$ cat config.mk
export PLATFORM = sky130hd
export DESIGN_NAME = multicycle_control
export DESIGN_NICKNAME = d
export VERILOG_FILES = /design/src/rtl/multicycle_control.sv
export SDC_FILE = /design/constraint.sdc
export NUM_CORES = 1
export LEC_CHECK = 0
export CAP_MARGIN = 20
export CORE_MARGIN = 5
export CORE_UTILIZATION = 30
export CTS_CLUSTER_DIAMETER = 150
export DETAILED_ROUTE_END_ITERATION = 10
export GPL_ROUTABILITY_DRIVEN = 0
export PLACE_DENSITY = 0.66
export RECOVER_POWER = 100
export SLEW_MARGIN = 20
export SYNTH_ARGS = -nofsm -noshare
export SYNTH_HDL_FRONTEND = slang
export SYNTH_SLANG_ARGS = --single-unit
$ cat constraint.sdc
create_clock -name clk -period 2.1 [get_ports clk]
set_input_delay 0.42 -clock clk [delete_from_list [all_inputs] [get_ports clk]]
set_output_delay 0.42 -clock clk [all_outputs]
set_load 0.02 [all_outputs]
$ cat src/rtl/multicycle_control.sv
// multicycle_control: main sequencing FSM for a multicycle RV32I datapath
// (lw, sw, R-type, I-type ALU, beq), with memory-wait timeout and retired-instruction counter.
//
// Ports:
//   clk, rst                 clock (rising edge), synchronous active-high reset
//   opcode[6:0]              instruction[6:0] from IR, valid from DECODE onward
//   zero                     ALU zero flag, gates pc_write in BEQ
//   mem_ready                memory completes the current access this cycle
//   mem_req/mem_write        memory request and direction, held until mem_ready
//   adr_src                  memory address select: 0=PC, 1=ALUOut
//   ir_write, pc_write       IR/OldPC and PC load enables
//   reg_write                register file write enable
//   result_src[1:0]          00=ALUOut, 01=mem data, 10=ALU result
//   alu_src_a[1:0]           00=PC, 01=OldPC, 10=rs1
//   alu_src_b[1:0]           00=rs2, 01=immediate, 10=constant 4
//   ALU_OP[1:0]              00=add, 01=sub, 10=decode funct
//   fault                    sticky: illegal opcode or memory timeout
//   instret[CNT_WIDTH-1:0]   retired instruction count
//   state_dbg[3:0]           current state encoding
module multicycle_control #(
    parameter int MEM_TIMEOUT = 16,
    parameter int CNT_WIDTH   = 32
) (
    input  logic                 clk,
    input  logic                 rst,
    input  logic [6:0]           opcode,
    input  logic                 zero,
    input  logic                 mem_ready,
    output logic                 mem_req,
    output logic                 mem_write,
    output logic                 adr_src,
    output logic                 ir_write,
    output logic                 pc_write,
    output logic                 reg_write,
    output logic [1:0]           result_src,
    output logic [1:0]           alu_src_a,
    output logic [1:0]           alu_src_b,
    output logic [1:0]           ALU_OP,
    output logic                 fault,
    output logic [CNT_WIDTH-1:0] instret,
    output logic [3:0]           state_dbg
);
    typedef enum logic [3:0] {
        FETCH    = 4'd0,
        DECODE   = 4'd1,
        MEMADR   = 4'd2,
        MEMREAD  = 4'd3,
        MEMWB    = 4'd4,
        MEMWRITE = 4'd5,
        EXECR    = 4'd6,
        EXECI    = 4'd7,
        ALUWB    = 4'd8,
        BEQ      = 4'd9,
        FAULT    = 4'd15
    } state_t;

    localparam logic [6:0] OP_LW = 7'b0000011;
    localparam logic [6:0] OP_SW = 7'b0100011;
    localparam logic [6:0] OP_R  = 7'b0110011;
    localparam logic [6:0] OP_I  = 7'b0010011;
    localparam logic [6:0] OP_B  = 7'b1100011;
    // wait_cnt only needs to reach MEM_TIMEOUT-1 before the limit fires
    localparam int TW = (MEM_TIMEOUT > 1) ? $clog2(MEM_TIMEOUT) : 1;

    state_t               state, state_n;
    logic [TW-1:0]        wait_cnt;
    logic                 fault_q;
    logic [CNT_WIDTH-1:0] count;
    logic                 timeout;
    logic                 retire;

    // wait_cnt holds the wait cycles already spent in this state, so this
    // fires on the MEM_TIMEOUT-th consecutive cycle without mem_ready
    assign timeout = (MEM_TIMEOUT > 0) && !mem_ready && (wait_cnt == TW'(MEM_TIMEOUT - 1));
    assign retire  = (state_n == FETCH) &&
                     (state == MEMWB || state == MEMWRITE || state == ALUWB || state == BEQ);

    always_ff @(posedge clk) begin
        if (rst) begin
            state    <= FETCH;
            wait_cnt <= '0;
            fault_q  <= 1'b0;
            count    <= '0;
        end else begin
            state    <= state_n;
            // any state change is an entry, which restarts the wait count
            wait_cnt <= (state_n == state) ? wait_cnt + 1'b1 : '0;
            if (state_n == FAULT) fault_q <= 1'b1;
            if (retire) count <= count + 1'b1;
        end
    end

    always_comb begin
        state_n    = state;
        mem_req    = 1'b0;
        mem_write  = 1'b0;
        adr_src    = 1'b0;
        ir_write   = 1'b0;
        pc_write   = 1'b0;
        reg_write  = 1'b0;
        result_src = 2'b00;
        alu_src_a  = 2'b00;
        alu_src_b  = 2'b00;
        ALU_OP     = 2'b00;
        case (state)
            FETCH: begin
                mem_req    = 1'b1;
                result_src = 2'b10;
                alu_src_b  = 2'b10;
                ir_write   = mem_ready;
                pc_write   = mem_ready;
                state_n    = mem_ready ? DECODE : timeout ? FAULT : FETCH;
            end
            DECODE: begin
                alu_src_a = 2'b01;
                alu_src_b = 2'b01;
                state_n   = (opcode == OP_LW || opcode == OP_SW) ? MEMADR :
                            (opcode == OP_R) ? EXECR :
                            (opcode == OP_I) ? EXECI :
                            (opcode == OP_B) ? BEQ : FAULT;
            end
            MEMADR: begin
                alu_src_a = 2'b10;
                alu_src_b = 2'b01;
                state_n   = (opcode == OP_LW) ? MEMREAD : MEMWRITE;
            end
            MEMREAD: begin
                mem_req = 1'b1;
                adr_src = 1'b1;
                state_n = mem_ready ? MEMWB : timeout ? FAULT : MEMREAD;
            end
            MEMWB: begin
                result_src = 2'b01;
                reg_write  = 1'b1;
                state_n    = FETCH;
            end
            MEMWRITE: begin
                mem_req   = 1'b1;
                mem_write = 1'b1;
                adr_src   = 1'b1;
                state_n   = mem_ready ? FETCH : timeout ? FAULT : MEMWRITE;
            end
            EXECR: begin
                alu_src_a = 2'b10;
                ALU_OP    = 2'b10;
                state_n   = ALUWB;
            end
            EXECI: begin
                alu_src_a = 2'b10;
                alu_src_b = 2'b01;
                ALU_OP    = 2'b10;
                state_n   = ALUWB;
            end
            ALUWB: begin
                reg_write = 1'b1;
                state_n   = FETCH;
            end
            BEQ: begin
                alu_src_a = 2'b10;
                ALU_OP    = 2'b01;
                pc_write  = zero;
                state_n   = FETCH;
            end
            FAULT:   state_n = FAULT;
            default: state_n = FAULT;
        endcase
        // reset aborts the current instruction at once: nothing is requested or written
        if (rst) begin
            mem_req    = 1'b0;
            mem_write  = 1'b0;
            adr_src    = 1'b0;
            ir_write   = 1'b0;
            pc_write   = 1'b0;
            reg_write  = 1'b0;
            result_src = 2'b00;
            alu_src_a  = 2'b00;
            alu_src_b  = 2'b00;
            ALU_OP     = 2'b00;
        end
    end

    assign fault     = fault_q & ~rst;
    assign instret   = rst ? '0 : count;
    assign state_dbg = rst ? 4'd0 : state;
endmodule
==> results.md <==
Route:
- The average detailed-routed wire length per instance is 13.1 um.
- The total iterations of the first detailed-routing run is 4.
- The DRC marker count from the first detailed-route iteration is approximately 180.
- The number of nets with antenna violations after detailed routing is 0.
- In the routed design, unresolved DRC markers number 0.
- Using the TritonRoute via totals, the vias-per-cell ratio works out to roughly 5.
- The detailed router placed 2,616 vias in this run.
- The total routed wirelength is between 7000 and 8000 um.

STA:
- Final hold analysis gives a worst-case slack of 0.481 ns.
- For the final database, setup skew stands at between 0.006 and 0.007 ns.
- The hold violation count in the final report is 0.
- After routing, the total negative slack on setup checks comes to 0 ns.
- The tightest slew margin relative to the limit is between 70% and 80%.
- For the finished layout, the period the worst path requires is approximately 2 ns.
- The max-slew violation count came to 0.
- Across all setup checks in the final design, the least slack found is about 0.066 ns.
- The final clock period utilization by the worst path is 96.9%.
- For the pin with the worst max-slew slack, the measured transition is 0.411 ns.
- Setup violations remaining at the end of the flow were counted as 0.
- The maximum operating frequency is 0.492 GHz.

Yosys:
- The cell count after synthesis is 337.
- Sorting the synthesized cells by how often they occur yields nor2_1 (55), dfxtp_1 (41), nor2b_1 (34).
- The number of synthesized flops with an enable pin is 0.
- Of all cell types, the one taking the most synthesized area is dfxtp_1.
- Yosys attributes the largest share of cell area to dfxtp_1 (32%), nor2b_1 (8.3%), nor2_1 (8.1%), xnor2_1 (6.2%), nor3_1 (4.5%).
- The synthesized netlist contains 47 unique library cells.
- Sequential cells were found to cover between 30% and 40% of the synthesized design area.
- During synthesis, Yosys emitted a total of 0 warnings.
- The leading register cell type out of synthesis is dfxtp_1.
- The average cell area after synthesis is around 7.6 um2.
- nor2_1 is the most common cell in the netlist.
- The proportion of register bits with asynchronous set or reset after synthesis is 0%.
- The synthesized netlist net count is 350.
- After synthesis the cells add up to approximately 2600 um2.
- The number of storage elements in the synthesis netlist is between 40 and 50.
- The top cell type by area accounts for ~32% of the synthesized area.

Global routing:
- The aggregate global-route resource usage is a little over an eighth.
- The global-route wire length before repair is about 12,000 um.
- The initial antenna violation count came to 0.
- The final global-route overflow total is 0.
- Entering global routing, the biggest net connects 26 pins.
- The number of global-route vias before repair is ~2,600.

Floorplan:
- The count of boundary I/O pins is 62.
- The core region is between 8000 and 9000 um2.
- The die is between 100 and 150 um tall.
- The die is ~100 um wide.
- The number of standard-cell rows in the floorplan is 33.
- For this configuration, the core starts out at a cell density of a little under a third.
- The area of the die is between 10,000 and 15,000 um2.

Placement:
- The number of port buffers is 61.
- The placed wire-length estimate is ~5400 um.
- The worst setup slack before clock tree synthesis is -0.358 ns.

Final layout:
- From synthesis to final layout, the design area changed by 43.0%.
- Of the cells placed in the final design, the portion with a size suffix greater than 1 is a little over a fifth.
- 0 antenna diodes ended up in the layout.
- The layout filler cell count is 858.
- The total area of multi-input combinational cells is 1670 um2.
- At the end of the flow, the number of nets in the layout was between 400 and 500.
- The storage element area is approximately 800 um2.

CTS:
- The root buffer cell is clkbuf_8.
- Clock tree synthesis inserted a total of 5 buffers.
- Clock-pin slew was measured on the worst setup and hold paths at about 0.070 ns.
- Buffers added to address setup during post-CTS repair amount to 0.
- The later pin in the worst-skew pair is clocked with a latency of 0.29 ns.
- The CTS tree is done.
- The clock net sink count is 41.
- The deepest level of the CTS H-tree is 2.
- The clock passes through at most 2 buffers.

Critical path:
- The worst setup path is of the reg -> out kind.
- For the worst setup path, the data arrival time is ~1.6 ns.
- The worst setup path is launched from a flop.
- In this run the register-to-register setup slack is 0.13 ns.
- STA classifies the critical path endpoint as an output pin.
- Along the worst path, the maximum fanout reaches 8.
- At the worst endpoint, the required time is roughly 1.7 ns.

Power and ir drop:
- The total power density per cell area is approximately 880 nW/um2.
- In this run the static leakage power is 1.55 nW.
- The worst-case IR drop observed on VDD is slightly below 0.4 mV.

Min path:
- The worst hold path class is reg -> reg.

Status:
- The flow ran to the end, and the final reports show no timing, DRC or antenna violations.

Run:
- The number of max-cap violations is 0.
==> area by class of cell <==
class | instances | share of cell area (%)
Multi-Input combinational cell | 261 | 45.6
Timing Repair Buffer | 111 | 24.5
Sequential cell | 41 | 22.6
Tap cell | 105 | 3.59
Clock buffer | 7 | 2.36
Inverter | 13 | 1.34
==> stage by stage <==
stage | total power, mW | std cells | cell area, um2 | utilization, %
6_report | 3.23 | 538 | 3650 | 44.3
5_1_grt | 3.45 | 538 | 3650 | 44.3
4_1_cts | 3.22 | 538 | 3670 | 44.4
3_5_place_dp | 2.72 | 531 | 3600 | 43.6
3_3_place_gp | 2.70 | 531 | 3600 | 43.6
2_1_floorplan | 1.89 | 337 | 2570 | -
==> report_power, final <==
| group | internal [mW] | switching [mW] | total [mW] |
|---|---|---|---|
| Combinational | 0.835 | 0.947 | 1.78 |
| Clock | 0.261 | 0.261 | 0.522 |
| Sequential | 0.845 | 0.0759 | 0.921 |
==> layer usage <==
| layer | track usage (%) | share of wire (%) | vias up | routed length [um] |
|---|---|---|---|---|
| met5 | 0 | 0 | - | 0 |
| met4 | 3.23 | 0.91 | 0 | 64 |
| met3 | 2.46 | 4.4 | 10 | 313 |
| met2 | 23.5 | 48 | 54 | 3370 |
| met1 | 17.9 | 47 | 1214 | 3290 |
| li1 | - | - | 1338 | - |
==> worst paths after layout <==
path                     from     endpoint  depth (start not counted)
hold / removal    wait_cnt[0]  wait_cnt[0]                          1
setup / recovery     state[1]      adr_src                          5
hold reg to reg   wait_cnt[0]  wait_cnt[0]                          1
setup reg to reg     count[6]    count[26]                          6
==> placed cells by master, fill, tap and decap left out, types with 3 or more instances in the layout <==
cell	synthesis	layout
nor2_1	55	54
buf_4	0	47
dfxtp_1	41	38
nor2b_1	34	32
dlygate4sd2_1	0	21
clkdlybuf4s50_1	0	21
nor3_1	23	19
nand2_1	18	18
xnor2_1	18	18
inv_1	13	13
nand3_1	13	13
xor2_1	12	12
a21oi_1	11	11
o21ai_0	9	9
nand4_1	8	8
clkbuf_2	0	7
clkbuf_8	0	6
and3_1	5	5
or3_1	5	5
clkbuf_1	16	5
nor3_2	0	4
and2_1	3	3
nand2b_1	3	3
nor4_4	3	3
buf_2	3	3
dfxtp_2	0	3
==> state kept, by name, summed over array words and instances (netlist names) <==
name,cells
count,32
fault_q,1
state,4
wait_cnt,4
==> timing repair <==
item	CTS	global route
setup endpoints to repair	41	25
pin swaps	0	2
hold buffers	0	0
resized for setup	54	37
==> worst max-delay path: stages (launching register included) <==
cell and delay, ns:
dfxtp_2 0.42, buf_4 0.19, xor2_1 0.14, and3_1 0.18
buf_4 0.10, clkdlybuf4s15_1 0.29
==> cell families after synthesis <==
family	Yosys count	share of synthesized area (%)
flops	41	32.1
fa+ha+maj	2	0.979
simple gates	186	40.0
xor+xnor	30	10.3
compound gates	40	9.79
mux	3	1.27
buf+inv	35	5.58
No activity file was read; power rests on OpenSTA's default activity.
==> RTL change 1, RTL diff (same settings) <==
Set the parameter `CNT_WIDTH` to 48 (it was 32).
--- a/src/rtl/multicycle_control.sv
+++ b/src/rtl/multicycle_control.sv
@@ -19,7 +19,7 @@
 //   state_dbg[3:0]           current state encoding
 module multicycle_control #(
     parameter int MEM_TIMEOUT = 16,
-    parameter int CNT_WIDTH   = 32
+    parameter int CNT_WIDTH   = 48
 ) (
     input  logic                 clk,
     input  logic                 rst,
Ports: changed (resized instret); port bits go from 62 to 78. The function was not compared with the original's and may differ.
==> RTL change 1 against the original RTL <==
The flow now finishes with violations (negative setup slack); wire length grew 67%; sequential cell count grew 16; final area grew 57%; worst setup slack lost 0.17 ns; critical path type is now register to register; non-clock buffer count grew 53; critical endpoint is now count[25]; sequential share of layout area shrank 2.3 points; synthesized area grew 35%; total power grew 48%; largest cell class unchanged.
==> RTL change 1: results (changes against the original RTL) <==
status: finished, violations left
failing checks: negative setup slack
Seq power: 1260 uW (+37%)
Pint: 3220 uW (+66%)
Adder-Cell Fraction of Synth Area: 0.00723 (-0.00256)
layout cells sized above 1: 0.332 (+0.119)
final instance area: 0.00573 sq mm (+57%)
placed inst area: 0.00482 sq mm (+34%)
number of vias per cell: 5.38 (+11%)
crit path setup slack, layout: -0.107 ns (-0.173 ns)
worst r2r src: state[0]
compound-cell area share of the yosys netlist: 0.186 (+0.0882)
clk_skew: 0.00541 ns (-0.00132 ns)
setup_tns: -1.36 ns (-1.36 ns)
Synth area leaders: dfxtp_1 33%, nor2b_1 8.7%, a21oi_1 6.6%
CP Max Fanout: 5 (-3)
P_leak: 0.00238 uW (+54%)
initial drt markers: 199 (+8.7%)
# H-tree levels: 3 (+1)
comb pwr: 1870 uW (+5%)
met2 wire len: 6140 microns (+82%)
FF-to-FF End: count[25]
M1 wire length: 4880 microns (+49%)
GR Util All Layers: 0.158 (+0.0208)
IO Port Bufs: 77 (+26%)
worst slack, placed: -0.609 ns (-0.251 ns)
Largest regs: count (48), state (4), wait_cnt (4)
M1 GR Usage: 0.192 (+0.0127)
Critical Path AT: 2.46 ns (+0.85 ns)
Num CTS Buffers: 9 (+4)
highest-delay cell along the critical path: or4_4
DP HPWL: 7640 microns (+41%)
IR drop worst, VDD: 0.509 mV (+30%)
# setup viols final: 19 (+19)
first-pass GRT wire length: 18900 microns (+61%)
WL met3: 582 microns (+86%)
Root Buffer: clkbuf_16
final hold slack: 0.463 ns (-0.0180 ns)
post-synthesis mux area share: 0.00939 (-0.00333)
Seq pwr share: 0.263 (-0.023)
Avg WL per Cell: 15.9 microns (+21%)
post-synthesis net count: 462 (+32%)
Largest delay share family, worst path: simple AND/OR/NAND/NOR gates
largest net degree at the start of global routing: 35 (+35%)
fillers: 1040 (+21%)
routing usage on met3: 0.0385 (+0.0139)
clk_lat worst skew: 0.32 ns (+0.03 ns)
Global Route met2 Usage: 0.278 (+0.0427)
worst slew pin tran: 0.378 ns (-0.0327 ns)
Post-Synth XOR/XNOR Area: 0.0303 (-0.0724)
vias in the first global route: 3961 (+54%)
-- RTL change 1: cell count changes after synthesis, moves of 11 or more --
cell	unedited run	this run
nor3_1	23	7
or4_1	1	23
clkbuf_1	16	27
a21oi_1	11	46
o31ai_1	0	25
nor2_1	55	35
dfxtp_1	41	57
nor2b_1	34	48
-- RTL change 1: worst max-delay path by stage --
stage | start | endpoint | cells past startpoint
4_1_cts | state[3] | count[33] | 6
5_1_grt | state[0] | count[41] | 6
6_report | state[0] | count[25] | 6
2_1_floorplan | mem_ready | count[40] | 8
3_3_place_gp | mem_ready | count[37] | 7
3_5_place_dp | mem_ready | count[47] | 7
-- RTL change 1: area by class of cell --
type	count	area share
Multi-Input combinational cell	348	0.431
Clock inverter	6	0.0188
Clock buffer	9	0.0393
Tap cell	143	0.0312
Inverter	13	0.00851
Timing Repair Buffer	164	0.269
Sequential cell	57	0.202
-- RTL change 1: repair_timing --
item,in CTS,in global routing
cloned,3,2
endpoints found under the setup margin,73,55
buffers inserted,10,6
resized for setup,80,91
pin swaps,10,48
==> RTL change 2, RTL diff (same settings) <==
Without the edit above. Reset style: asynchronous (`rst`), changed in one clocked block. Comments in the files are not updated.
--- a/src/rtl/multicycle_control.sv
+++ b/src/rtl/multicycle_control.sv
@@ -75,7 +75,7 @@
     assign retire  = (state_n == FETCH) &&
                      (state == MEMWB || state == MEMWRITE || state == ALUWB || state == BEQ);
 
-    always_ff @(posedge clk) begin
+    always_ff @(posedge clk or posedge rst) begin
         if (rst) begin
             state    <= FETCH;
             wait_cnt <= '0;
Formal check against the unedited RTL: same outputs for any inputs over 10 cycles, from zero or initial values and one cycle with rst high; that may be too few to reach the edited logic, so the function may still have changed.
==> RTL change 2 against the original RTL <==
Register-to-register slack worse by 0.03 ns; sequential cell count stayed put; utilization is 1.8 points higher; final area is 2.4% higher; synthesized area is 3.1% lower; worst setup slack worse by 0.022 ns; wire length is 8.1% lower; via count is 11% lower; die area is 2.8% lower; non-clock buffer count is 10 higher; sequential share of layout area is 5.0 points higher; critical path type unchanged; largest cell class unchanged; highest routed layer unchanged.
Power is not compared: it rests on default switching activity, and its combinational part moved more than twofold at a synthesized area within 25%.
==> RTL change 2: results (changes against the original RTL) <==
status: finished clean
first-pass GRT wire length: 10700 microns (-8.4%)
length in cells of the worst reg-to-reg path: 8 (+2)
Commonest cells post-synth: 41 x dfrtp_1, 37 x nor2b_1, 27 x xnor2_1
Final Util: 0.460 (+0.0177)
CP Max Fanout: 3 (-5)
post-synthesis net count: 285 (-19%)
DP HPWL: 5090 microns (-6.2%)
Post-Synthesis Cells: 272 (-19%)
Avg WL per Cell: 13.1 microns (+0.47%)
vias in the first global route: 2309 (-10%)
register area share after synthesis: 0.414 (+0.0933)
Critical Path AT: 1.64 ns (+0.03 ns)
Largest regs: count (32), state (4), wait_cnt (4)
CP startpoint: state[1]
max incr delay on CP: 0.44 ns (+0.02 ns)
initial drt markers: 115 (-37%)
highest-delay cell along the critical path: dfrtp_2
Synth area leaders: dfrtp_1 41%, xnor2_1 9.6%, nor2b_1 9.3%
final wirelength: 6460 microns (-8.1%)
Setup crit end: pc_write
hold path start: fault_q
number of vias per cell: 4.74 (-2.5%)
placed inst area: 0.00356 sq mm (-1.0%)
initial antenna violation count: 0 (unchanged)
compound-cell area share of the yosys netlist: 0.0904 (-0.00745)
layout cells sized above 1: 0.271 (+0.0588)
worst r2r src: state[3]
multi-input gates: 212 (-19%)
WL met3: 269 microns (-14%)
Tot Pwr: 1420 uW
Hold EP: fault_q
FF-to-FF End: wait_cnt[2]
Top FF cell, synth: dfrtp_1
clkbuf count: 6 (-1)
Layout clock area frac: 0.0257 (+0.00211)
Netlist cell types: 45 (-4.3%)
GR Util All Layers: 0.130 (-0.00687)
Slew Limit Headroom: 0.496 (-0.230)
Adder-Cell Fraction of Synth Area: 0.0101 (+0.000317)
Sequential Area: 0.00103 sq mm (+25%)
NonClk Buf Share: 0.258 (+0.0122)
# H-tree levels: 2 (unchanged)
fmax: 0.486 GHz (-1.1%)
post-synthesis mux area share: 0.00455 (-0.00818)
slack of the worst reg-to-reg path: 0.10 ns (-0.03 ns)
largest net degree at the start of global routing: 17 (-35%)
Multi-input gate area: 0.00150 sq mm (-9.9%)
Final nets: 399 (-11%)
Largest delay share family, worst path: simple AND/OR/NAND/NOR gates
Inverters, non-clock: 5 (-8)
Post-Synth XOR/XNOR Area: 0.120 (+0.0175)
Repair and plain buffers: 121 (+9.0%)
clk_skew: 0.0118 ns (+0.00511 ns)
Async SR Flop Fraction: 1.00 (+1.00)
fillers: 809 (-5.7%)
worst slack, placed: -0.521 ns (-0.163 ns)
final hold slack: 0.456 ns (-0.0253 ns)
M1 wire length: 2860 microns (-13%)
met2 wire len: 3230 microns (-4.1%)
[RTL change 2: changes by cell type after synthesis, moves of 6 or more]
cell | unedited run | this run
dfrtp_1 | 0 | 41
dfxtp_1 | 41 | 0
nor2_1 | 55 | 15
nor3_1 | 23 | 10
xnor2_1 | 18 | 27
clkbuf_1 | 16 | 8
inv_1 | 13 | 5
and3_1 | 5 | 11
o21ai_0 | 9 | 3
[RTL change 2: timing repair]
| item | in CTS | in global routing |
|---|---|---|
| pin swaps | 3 | 9 |
| hold buffers | 0 | 0 |
| endpoints found under the hold margin | 0 | 0 |
| endpoints found under the setup margin | 53 | 19 |
| resized for setup | 93 | 36 |
| buffers inserted | 5 | 3 |
[RTL change 2: metal layers]
| metal | vias to the layer above | GRT usage |
|---|---|---|
| li1 | 1172 | - |
| met3 | 10 | 0.0263 |
| met5 | - | 0 |
| met4 | 0 | 0.0435 |
| met2 | 35 | 0.215 |
| met1 | 1116 | 0.170 |
